--- config.mk ---
export PLATFORM = sky130hd
export DESIGN_NAME = regfile_rr_arbiter
export DESIGN_NICKNAME = d
export VERILOG_FILES = /design/src/rtl/regfile_rr_arbiter.sv
export SDC_FILE = /design/constraint.sdc
export NUM_CORES = 1
export LEC_CHECK = 0
export BUFFER_PORTS_ARGS = -buffer_cell sky130_fd_sc_hd__buf_2
export CORE_MARGIN = 4
export CORE_UTILIZATION = 41
export CTS_CLUSTER_SIZE = 24
export DETAILED_ROUTE_END_ITERATION = 12
export GPL_ROUTABILITY_DRIVEN = 0
export PLACE_DENSITY_LB_ADDON = 0.1
export REMOVE_ABC_BUFFERS = 1
export SLEW_MARGIN = 20
export SYNTH_ARGS = -nofsm -noshare
export SYNTH_HDL_FRONTEND = slang
export SYNTH_SLANG_ARGS = --single-unit
export TNS_END_PERCENT = 30
--- constraint.sdc ---
create_clock -name i_clk -period 3.2 [get_ports i_clk]
set_input_delay 0.96 -clock i_clk [delete_from_list [all_inputs] [get_ports i_clk]]
set_output_delay 0.96 -clock i_clk [all_outputs]
set_load 0.05 [all_outputs]
--- src/rtl/regfile_rr_arbiter.sv ---
// regfile_rr_arbiter: round-robin arbiter sharing one 4x4 1R/1W register file between two
// val/rdy requesters, each with a 1-entry response buffer.
module regfile_rr_arbiter (
    input  logic       i_clk,
    input  logic       i_rst_n,
    input  logic       i_req0_val,
    output logic       o_req0_rdy,
    input  logic       i_req0_type,
    input  logic [1:0] i_req0_addr,
    input  logic [3:0] i_req0_data,
    input  logic       i_req1_val,
    output logic       o_req1_rdy,
    input  logic       i_req1_type,
    input  logic [1:0] i_req1_addr,
    input  logic [3:0] i_req1_data,
    output logic       o_resp0_val,
    input  logic       i_resp0_rdy,
    output logic [3:0] o_resp0_data,
    output logic       o_resp1_val,
    input  logic       i_resp1_rdy,
    output logic [3:0] o_resp1_data,
    output logic       o_rf_wen,
    output logic [1:0] o_rf_waddr,
    output logic [3:0] o_rf_wdata,
    output logic [1:0] o_rf_raddr,
    input  logic [3:0] i_rf_rdata
);
    logic       r_prio;
    logic       r_full0, r_full1;
    logic [3:0] r_data0, r_data1;
    logic       w_elig0, w_elig1, w_g0, w_g1, w_any, w_type;
    logic [1:0] w_addr;
    logic [3:0] w_data;

    // a full buffer being drained this cycle can accept a new response
    assign w_elig0 = i_req0_val & (~r_full0 | i_resp0_rdy);
    assign w_elig1 = i_req1_val & (~r_full1 | i_resp1_rdy);
    assign w_g0    = i_rst_n & w_elig0 & (~w_elig1 | ~r_prio);
    assign w_g1    = i_rst_n & w_elig1 & (~w_elig0 | r_prio);
    assign w_any   = w_g0 | w_g1;

    // winner's fields are zeroed when idle so outputs never see unqualified request inputs
    assign w_type = w_g0 ? i_req0_type : (w_g1 & i_req1_type);
    assign w_addr = w_g0 ? i_req0_addr : (w_g1 ? i_req1_addr : 2'd0);
    assign w_data = w_g0 ? i_req0_data : (w_g1 ? i_req1_data : 4'd0);

    assign o_req0_rdy   = w_g0;
    assign o_req1_rdy   = w_g1;
    assign o_rf_wen     = w_any & w_type;
    assign o_rf_waddr   = o_rf_wen ? w_addr : 2'd0;
    assign o_rf_wdata   = o_rf_wen ? w_data : 4'd0;
    assign o_rf_raddr   = (w_any & ~w_type) ? w_addr : 2'd0;
    assign o_resp0_val  = r_full0;
    assign o_resp1_val  = r_full1;
    assign o_resp0_data = r_data0;
    assign o_resp1_data = r_data1;

    always_ff @(posedge i_clk or negedge i_rst_n) begin
        if (!i_rst_n) begin
            r_prio  <= 1'b0;
            r_full0 <= 1'b0;
            r_full1 <= 1'b0;
            r_data0 <= 4'd0;
            r_data1 <= 4'd0;
        end else begin
            r_prio  <= w_g0 ? 1'b1 : (w_g1 ? 1'b0 : r_prio);
            r_full0 <= w_g0 | (r_full0 & ~i_resp0_rdy);
            r_full1 <= w_g1 | (r_full1 & ~i_resp1_rdy);
            r_data0 <= w_g0 ? (w_type ? 4'd0 : i_rf_rdata) : r_data0;
            r_data1 <= w_g1 ? (w_type ? 4'd0 : i_rf_rdata) : r_data1;
        end
    end
endmodule
==> metrics list, run 1 <==
- The run finished with clean final reports.
- After layout, the worst path uses 98.2% of the clock period.
- After clock tree synthesis, the flow added hold-fix buffers numbering 0.
- Power spread over the standard cell area amounts to 532 nW/µm².
* Share of final-layout standard cells stronger than drive strength 1: 54.6%
* Chip height: 49.3 µm
- Share of power burned in the clock network: 16.7%
- Max-cap violations in this run came to 0.
- After the last flow step, the layout net total stands at 155.
- Routed len/inst: about 14 µm
- Fraction of power spent switching nets: between 40% and 50%
* HPWL after detailed placement: 1.52 mm
- TritonCTS built the clock tree.
* Initial core utilization: around 45%
- The number of hold violations in the final report came to 0.
- Cell count after synthesis: 74
- Slew margin rel.: around 63%
* Internal power summed over all cells: 304 µW
- Via count of the first global-routing pass: between 700 and 800
- Portion of total power attributed to sequential cells: 32.5%
- Part of the power in combinational logic: between 50% and 60%
- Via density per instance: 5.42
* Category of the critical setup timing path: input port to output port
- For this block, the routed nets add up to 2.00 mm of wire.
- The worst-case IR drop observed on VDD is 0.000350 V.
- Worst setup skew after layout: 1.77 ps
- Clock-pin slew was measured on the worst setup and hold paths at 70 ps.
* Number of placement rows: 14
- Drt drc: 0
* Max Slew Vio Count: 0
- In this run the standard cell core region covers 1560 µm².
* Pin count of the biggest net entering global routing: 19
- Drt pass-1 iters: 3
* Cell chain of the critical path: buf_2 -> nand2b_4 -> a311oi_4 -> buf_4 -> nand3_1 -> a21boi_1 -> clkbuf_4
* Remaining global-route overflow: 0
* Most used cells in the layout excluding fill and tap cells: buf_2, clkbuf_4, dfrtp_1, buf_4, inv_1
- CTS Root Cell: clkbuf_4
- Clock latency at the later pin of the worst-skew pair: 260 ps
- In this run the tool buffered the top-level ports with 44 buffer cells.
- Crit path capture type: output port
- The worst path needs 3140 ps of the cycle, external delays included.
- Area share of the leading cell type in the synthesized netlist: 39.4%
- P_leak: 0.602 nW
- The count of nets left with antenna violations once routing finished came out at 0.
- Summed over all instances, the cell type with the most area after synthesis is dfrtp_1.
- Sinks on the clock net: 11
- The design draws 561 µW.
* Area added between synthesis and finish: 50.9%
- Number of setup violations in the final report: 0
* Met2 wire length: 967 µm
- Path class of the lowest-slack min-delay path: flip-flop to flip-flop
- Longest individual stage delay on the worst path: roughly 330 ps
- Element type at the critical path start: input port
- In this run, the number of DRC markers left after iteration 0 of detailed routing was 19.
- Sequential cell area fraction in the yosys report: 39.4%
- In this run the deepest clock path goes through 2 buffers.
- Leaving out fill and tap cells, the most frequent cell in the layout is buf_2.
- In this run the cell area of the synthesized design comes to approximately 700 µm².
- Max Used Layer: met4
- Number of clock buffers inserted by TritonCTS: 3
- The floorplan step defined a die boundary enclosing 2430 µm².
* Count of pins on the block boundary: 45
* Unique masters post-synth: 26
* Core Util, Final: 67.6%
- Flops & latches, synth: 11
- CTS built an H-tree with a depth of 1.
- Dividing the synthesized area by the synthesized cell count gives 9.43 µm².
- For this design, the slowest cell found on the critical path is a311oi_4.
- Antenna violations before repair: 0
* Switching power of the nets: 256 µW
* Critical path required time: 2240 ps
- Top post-synthesis cells by area: dfrtp_1, a32o_2, nand3_1
* Routed via count: 791
- # diodes: 0
* Die X: 49.3 µm
* Critical path data arrival time: 2180 ps
- Maximum operating frequency: 318 MHz
- All-Layer GR Usage: 16.4%
* Total routed wire length on the met1 layer: between 800 and 900 µm
- In this design, the largest share of critical-path delay is due to buffers and inverters.
- Summing all placed instances gives a cell area of 978 µm².
* Tightest hold margin: between 500 and 600 ps
- With fillers left out, the area of the finished cells amounts to between 1000 and 1500 µm².
- The critical path contains buffers and inverters numbering 3 combined.
- In this run the worst path has a maximum fanout of 5.
- Yosys synthesis warning count: 0
- At the pin with the least slew margin, the transition time is 556 ps.
- Summed over all nets, wire length on met3 after detailed routing comes to 163 µm.
* First-pass GRT wire length: approximately 3.2 mm
[cell type report]
| type | count | area [µm²] |
|---|---|---|
| inverter | 9 | 33.8 |
| fill | 136 | 505 |
| sequential | 11 | 275 |
| clock buffer | 4 | 26.3 |
| multi-input combinational | 51 | 375 |
| timing repair buffer | 55 | 323 |
| tap | 16 | 20.0 |
[path summary, 6_finish.rpt]
kind	startpoint	end	slack [ps]	cells past startpoint
max in group asynchronous	i_rst_n	o_resp0_data[0]	2260	2
hold / removal	r_prio	r_prio	500	1
setup / recovery	i_resp0_rdy	o_rf_raddr[0]	60	7
hold reg to reg	r_prio	r_prio	500	1
setup reg to reg	o_resp1_val	o_resp1_data[3]	1460	5
min in group asynchronous	i_rst_n	r_prio	760	2
[registers in the layout, indices dropped and copies added, names as in the netlist]
name          flops
o_resp1_val       1
o_resp1_data      4
o_resp0_val       1
r_prio            1
o_resp0_data      4
[cell usage after synthesis]
master	count
a21boi_1	2
o32ai_1	4
a21oi_1	1
nor3_1	2
inv_1	9
and2_4	1
a311oi_4	1
buf_1	1
o211a_1	1
o21ai_1	4
buf_2	1
nor2_1	1
o21ai_0	4
a32o_2	7
nand2b_4	1
o211ai_2	1
buf_8	1
a21boi_0	1
dfrtp_1	11
a21o_1	1
clkbuf_1	1
nand2_1	7
or2_1	1
nor2b_2	1
a31oi_1	1
nand3_1	8
[logic make-up after synthesis]
group | Yosys count | share of synthesized area (%)
AOI/OAI and AO/OA | 28 | 34.9
and+or+nand+nor | 22 | 16.8
buffers and inverters | 13 | 8.78
DFF | 11 | 39.4
[repair_timing]
item | CTS | global route
buffers inserted | 0 | 2
resized for setup | 0 | 10
setup endpoints to repair | 0 | 9
[power groups by stage]
stage	clock, mW	sequential (mW)	combinational (mW)
after floorplan	0	0.274	0.0992
after global placement	0	0.184	0.272
after detailed placement	0	0.186	0.275
after CTS	0.0974	0.183	0.275
after global routing	0.105	0.187	0.304
final	0.0937	0.182	0.285
[metal layers]
| layer | global-route usage [%] | vias up |
|---|---|---|
| li1 | - | 388 |
| met1 | 20.8 | 368 |
| met2 | 27.7 | 33 |
| met3 | 3.67 | 2 |
| met4 | 4.27 | 0 |
| met5 | 0 | - |
[per-stage QoR]
step / instances / setup TNS (ps) / setup slack [ps]
2_1_floorplan: 70 / -1280 / -259
3_3_place_gp: 139 / 0 / 27.7
3_5_place_dp: 139 / 0 / 2.41
4_1_cts: 143 / 0 / 2.77
5_1_grt: 146 / -14.9 / -12.7
6_report: 146 / 0 / 57.5
Note: power is estimated with default switching activity, not from simulation.
==> inputs of run 2 (changes only) <==
BUFFER_PORTS_ARGS = default   (was -buffer_cell sky130_fd_sc_hd__buf_2)
CORE_AREA = 4 4 41 43   (was default)
CORE_MARGIN = default   (was 4)
CORE_UTILIZATION = default   (was 41)
DIE_AREA = 0 0 45 47   (was default)
DONT_BUFFER_PORTS = 1   (was default)
RECOVER_POWER = 25   (was default)
==> run 2 against run 1 <==
Compared with the run above: sequential share of layout area increased by 3.9 points; utilization increased by 2.8 points; clock skew increased by 3.7 ps; largest cell class unchanged; highest routed layer unchanged.
==> metrics list, run 2 (same netlist as run 1, synthesis figures left out) <==
* Number of levels in the clock H-tree: 1 (unchanged)
- Number of setup violations in the final report: 0 (unchanged)
- Max Cap Violations: 0 (unchanged)
* Worst-path cell with the longest stage delay: a311oi_4
- The worst-case hold slack was 380 ps (-125 ps).
* Drt pass-1 iters: 4 (+1)
- P_leak: 0.449 nW (-25%)
- Number of placement rows: 13 (-1)
* Share of power burned in the clock network: 18.3% (+1.6 points)
- The number of buffers inserted for hold repair after clock tree synthesis came to 0 (unchanged).
- Cell chain of the critical path: nand2b_4 -> a311oi_4 -> and2_4 -> a32o_2 -> buf_12
- The slew of the pin with the lowest slew margin was 482 ps (-74.1 ps).
- The path class of the tightest hold or removal check is input port to async pin.
* Number of clock buffers inserted by TritonCTS: 3 (unchanged)
- The number of sinks on the clock net was 11 (unchanged).
- First DRT Iteration DRCs: 18 (-1)
- The via count of the first global-routing pass was 659 (-10%).
* Count of pins on the block boundary: 45 (unchanged)
- The upper clock frequency limit is 322 MHz (+1.3%).
- The number of buffers inserted to repair setup after CTS was 0 (unchanged).
- The horizontal die dimension came to 45 µm (-8.7%).
- The count of cells resized by post-cts repair is 0 (unchanged).
- The overflow left after global routing is 0 (unchanged).
* Chip height: 47 µm (-4.6%)
* Number of antenna-violating nets in the routed design: 0 (unchanged)
* TritonCTS clock tree: yes
- Maximum net fanout on the critical path: 13 (+8)
* Element type at the critical path start: input port
- Part of the power in combinational logic: 31.4% (-19 points)
- The detail-routed via count per cell is 6.29 (+16%).
- The routed wire length came to 1.80 mm (-9.6%).
- Buffers and inverters on the worst path: 1 (-2)
* Max Slew Vio Count: 0 (unchanged)
- Routed len/inst: 17.3 µm (+27%)
- HPWL after detailed placement: 1.45 mm (-4.6%)
* Critical path required time: 2240 ps (about the same)
- Register clock-pin slew on the reported worst setup and hold paths: 80 ps (about the same)
* Result of the run: completed
* Initial core utilization: 53.7% (+8.9 points)
* Crit path capture type: output port
* Core Util, Final: 70.4% (+2.8 points)
- The power spent charging and discharging nets is 241 µW (-5.9%).
* Final min period: 3100 ps (-40.4 ps)
* # diodes: 0 (unchanged)
* Antenna violations before repair: 0 (unchanged)
- The sequential fraction of design power was 50.3% (+18 points).
- CP top delay family: compound AO/OA/AOI/OAI gates
- Clock latency at the later pin of the worst-skew pair: 270 ps (about the same)
- Pin count of the biggest net entering global routing: 26 (+7)
- Critical path data arrival time: 2140 ps (-40 ps)
* Routed via count: 654 (-17%)
- The internal power of the cells was 281 µW (-7.6%).
* Power per Cell Area: 570 nW/µm² (+7.1%)
* Worst setup skew after layout: 5.52 ps (+3.75 ps)
- Post-route clock period utilization: 96.9% (-1.3 points)
- Clk buf depth: 2 (unchanged)
- Share of final-layout standard cells stronger than drive strength 1: 33.7% (-21 points)
- The global-route usage over all layers came to 18.4% (+2.0 points).
* Slew margin rel.: 67.9% (+5.3 points)
* CTS Root Cell: clkbuf_4
- Setup repair after global routing left no endpoint under its margin.
- Area of the core region: 1300 µm² (-17%)
- Leaving out fill and tap cells, the most frequent cell in the layout is dfrtp_1.
- The post-route DRC violation count was 0 (unchanged).
* Fraction of power spent switching nets: 46.2% (+0.46 points)
* Longest individual stage delay on the worst path: 380 ps (+50 ps)
- First-pass GRT wire length: 2.88 mm (-9.7%)
- I/O Buffers: 0 (-100%)
- Maximum vdd ir drop: 0.000274 V (-22%)
- Die Footprint: 2120 µm² (-13%)
* Final Hold Viols: 0 (unchanged)
- Leaving out fill and tap cells, the most frequent cells in the layout are dfrtp_1, inv_1, nand3_1, buf_4.
* Final layout net count: 114 (-26%)
- The critical path is of the input port to output port type.
- Area added between synthesis and finish: 31.2%
## run 2: cell types whose count changed in the layout (fill, tap and decap cells not counted), sizes merged
cell and change:
buf -32, clkbuf -8, and2 -1
## run 2: path summary, 6_finish.rpt
kind                              from  slack, ps  cells past startpoint         endpoint
max reg2reg                o_resp1_val       1640                      4  o_resp1_data[3]
min                            i_rst_n        380                      0  o_resp0_data[1]
max                        i_resp0_rdy        100                      5    o_rf_wdata[3]
min reg2reg                     r_prio        500                      1           r_prio
max in group asynchronous      i_rst_n       2750                      0           r_prio
min in group i_clk              r_prio        500                      1           r_prio
## run 2: power groups by stage
stage	clock network [mW]	registers (mW)	logic, mW
floorplan	0	0.274	0.0992
global placement	0	0.266	0.161
detailed placement	0	0.267	0.165
CTS	0.0951	0.264	0.165
global route	0.103	0.267	0.175
finish	0.0953	0.263	0.164
## run 2: metal layers
metal	wire length [µm]	track usage (%)
met1	725	22.1
met2	821	29.4
met3	245	8.81
met4	12	5.26
met5	0	0
## run 2: per-stage QoR
| stage | setup TNS (ps) | setup slack, ps | power (mW) | area, µm² | std cells |
|---|---|---|---|---|---|
| after floorplan | -1280 | -259 | 0.374 | 671 | 70 |
| after global placement | 0 | 122 | 0.427 | 890 | 100 |
| after detailed placement | 0 | 103 | 0.432 | 890 | 100 |
| after CTS | 0 | 102 | 0.524 | 916 | 104 |
| after global routing | 0 | 19.4 | 0.545 | 916 | 104 |
| final | 0 | 98.0 | 0.522 | 916 | 104 |
## run 2: final cells by class
cell class / count / area (µm²)
Clock buffer: 4 / 26.3
Fill cell: 101 / 385
Inverter: 9 / 33.8
Multi-Input combinational cell: 50 / 362
Sequential cell: 11 / 275
Tap cell: 15 / 18.8
Timing Repair Buffer: 15 / 200
==> inputs of run 3 (changes only) <==
CAP_MARGIN = 20   (was default)
CELL_PAD_IN_SITES_DETAIL_PLACEMENT = 2   (was default)
CELL_PAD_IN_SITES_GLOBAL_PLACEMENT = 2   (was default)
CORE_AREA = default   (was 4 4 41 43)
CORE_ASPECT_RATIO = 0.9   (was default)
CORE_MARGIN = 4   (was default)
CORE_UTILIZATION = 31   (was default)
DIE_AREA = default   (was 0 0 45 47)
==> run 3 against run 2 <==
Compared with the run above: final cell count grew 13%; via count grew 0.76%; combinational power is essentially flat; critical path type unchanged; first-iteration DRC count shrank 44%; worst hold slack lost 4.1 ps; clock power grew 1%; highest routed layer unchanged; sequential share of layout area shrank 0.72 points.
==> metrics list, run 3 (same netlist as run 1, synthesis figures left out) <==
* Remaining global-route overflow: 0 (unchanged)
- Finished Layout Cells: 117 (+13%)
* Post-Place Worst Slack: 105 ps (+1.45 ps)
- Finished layout cell area: 938 µm² (+2.5%)
- The upper clock frequency limit came to 323 MHz (+0.13%).
- Most used cells in the layout excluding fill and tap cells: dfrtp_1, inv_1, buf_4
* Element type at the critical path start: input port
* Maximum net fanout on the critical path: 9 (-4)
- Result of the run: completed
* TritonCTS clock tree: yes
* Category of the critical setup timing path: input port to output port
- The count of nets after finishing was 115 (+0.88%).
- Power per Cell Area: 561 nW/µm² (-1.7%)
* Number of levels in the clock H-tree: 1 (unchanged)
* Path class of the lowest-slack min-delay path: input port to async pin
* Via count of the first global-routing pass: 755 (+15%)
- Setup TNS: 0 ps (unchanged)
- Die Footprint: 3080 µm² (+45%)
* Slew margin rel.: 64.9% (-3.0 points)
- The global-route wire length before repair was 3.37 mm (+17%).
* # diodes: 0 (unchanged)
* Crit path capture type: output port
* Routed via count: 659 (+0.76%)
- Max Cap Violations: 0 (unchanged)
- The initial cell density of the core is 32.3% (-21 points).
- Clk buf depth: 2 (unchanged)
- Register clock-pin slew on the reported worst setup and hold paths: 80 ps (about the same)
- Chip height: 53.0 µm (+13%)
- Resized Gates After CTS: 0 (unchanged)
- Via density per instance: 5.63 (-10%)
* Max Slew Vio Count: 0 (unchanged)
* Setup repair bufs after CTS: 0 (unchanged)
* Transition time at the pin with the least slew margin: 522 ps (+40.2 ps)
- Pin count of the biggest net entering global routing: 26 (unchanged)
- Area added between synthesis and finish: 34.4%
- Clock latency at the later pin of the worst-skew pair: 270 ps (about the same)
- Number of placed instances, taps included: 113 (+13%)
- The remaining antenna violation count is 0 (unchanged).
* Critical path data arrival time: 2140 ps (about the same)
* HPWL after detailed placement: 1.69 mm (+17%)
- The total power came to 526 µW (+0.77%).
* Number of setup violations in the final report: 0 (unchanged)
- All-Layer GR Usage: 14.4% (-4.0 points)
* First DRT Iteration DRCs: 10 (-8)
- The placement row count is 16 (+3).
- Leaving out fill and tap cells, the most frequent cell in the layout is dfrtp_1.
- The worst-case clock skew was 5.11 ps (-0.404 ps).
- Setup repair after global routing left no endpoint under its margin.
- Die X: 58.0 µm (+29%)
- The fraction of layout instances using a drive strength above 1 came to 34.4% (+0.74 points).
* Area of the core region: 2160 µm² (+66%)
- Number of clock buffers inserted by TritonCTS: 3 (unchanged)
- Placed Instance Area: 912 µm² (+2.5%)
- The critical path data required time came to 2240 ps (about the same).
- Antenna violations before repair: 0 (unchanged)
* Final min period: 3100 ps (-4.08 ps)
* I/O Buffers: 0 (unchanged)
- The detailed-route wire length per cell came to 18.0 µm (+3.6%).
- P_leak: 0.453 nW (+0.97%)
* Final WS setup: 102 ps (+4.08 ps)
- Drt drc: 0 (unchanged)
- The total I/O pin count was 45 (unchanged).
- Sinks on the clock net: 11 (unchanged)
- The worst-case vdd ir drop came to 0.000252 V (-8.1%).
* Filler Cells Inserted: 236 (+130%)
- The number of buffers inserted for hold repair after clock tree synthesis was 0 (unchanged).
- Final Hold Viols: 0 (unchanged)
- The period utilization was 96.8% (-0.13 points).
- The detailed-router iteration count before antenna repair came to 4 (unchanged).
- The routed wire length is 2.10 mm (+17%).
- CTS Root Cell: clkbuf_4
==> run 3: cell types whose count changed in the layout (fill, tap and decap cells not counted), sizes merged <==
cell / previous run / this run
buf: 15 / 16
==> run 3: per-stage QoR <==
stage | util, % | hold slack [ps]
after floorplan | - | 463
after global placement | 42.2 | 487
after detailed placement | 42.2 | 508
after CTS | 43.4 | 364
after global routing | 43.4 | 359
final | 43.4 | 376
==> run 3: routing by layer <==
metal | global-route usage (%) | wire length (µm)
met5 | 0 | 0
met4 | 4.63 | 11
met3 | 7.80 | 241
met2 | 22.7 | 1030
met1 | 16.6 | 815
==> run 3: worst paths after layout <==
| path | end | startpoint | slack [ps] | cells past startpoint |
|---|---|---|---|---|
| setup reg to reg | o_resp1_data[0] | o_resp1_val | 1490 | 5 |
| max in group asynchronous | o_resp1_data[3] | i_rst_n | 2750 | 0 |
| hold / removal | o_resp0_data[2] | i_rst_n | 380 | 0 |
| hold reg to reg | r_prio | r_prio | 510 | 1 |
| setup / recovery | o_rf_wdata[3] | i_resp0_rdy | 100 | 5 |
| min in group i_clk | r_prio | r_prio | 510 | 1 |
==> run 3: area by class of cell <==
class | instances | area (µm²) | share of cell area, %
well taps | 27 | 33.8 | 3.60
inverters | 9 | 33.8 | 3.60
multi-input cells | 50 | 362 | 38.5
repair buffers | 16 | 208 | 22.1
flip-flops and latches | 11 | 275 | 29.3
clock buffers | 4 | 26.3 | 2.80
==> run 3: critical path, cell delays in order <==
cell and delay, ps:
nand2b_4 150, a311oi_4 410, and2_4 260, a32o_2 210
buf_12 140
==> run 3: where the power goes <==
group	switching (mW)	internal, mW	leakage (nW)
combinational	0.0987	0.0680	0.298
sequential	0.0969	0.166	0.141
clock	0.0482	0.0482	0.0150
total	0.244	0.282	0.453
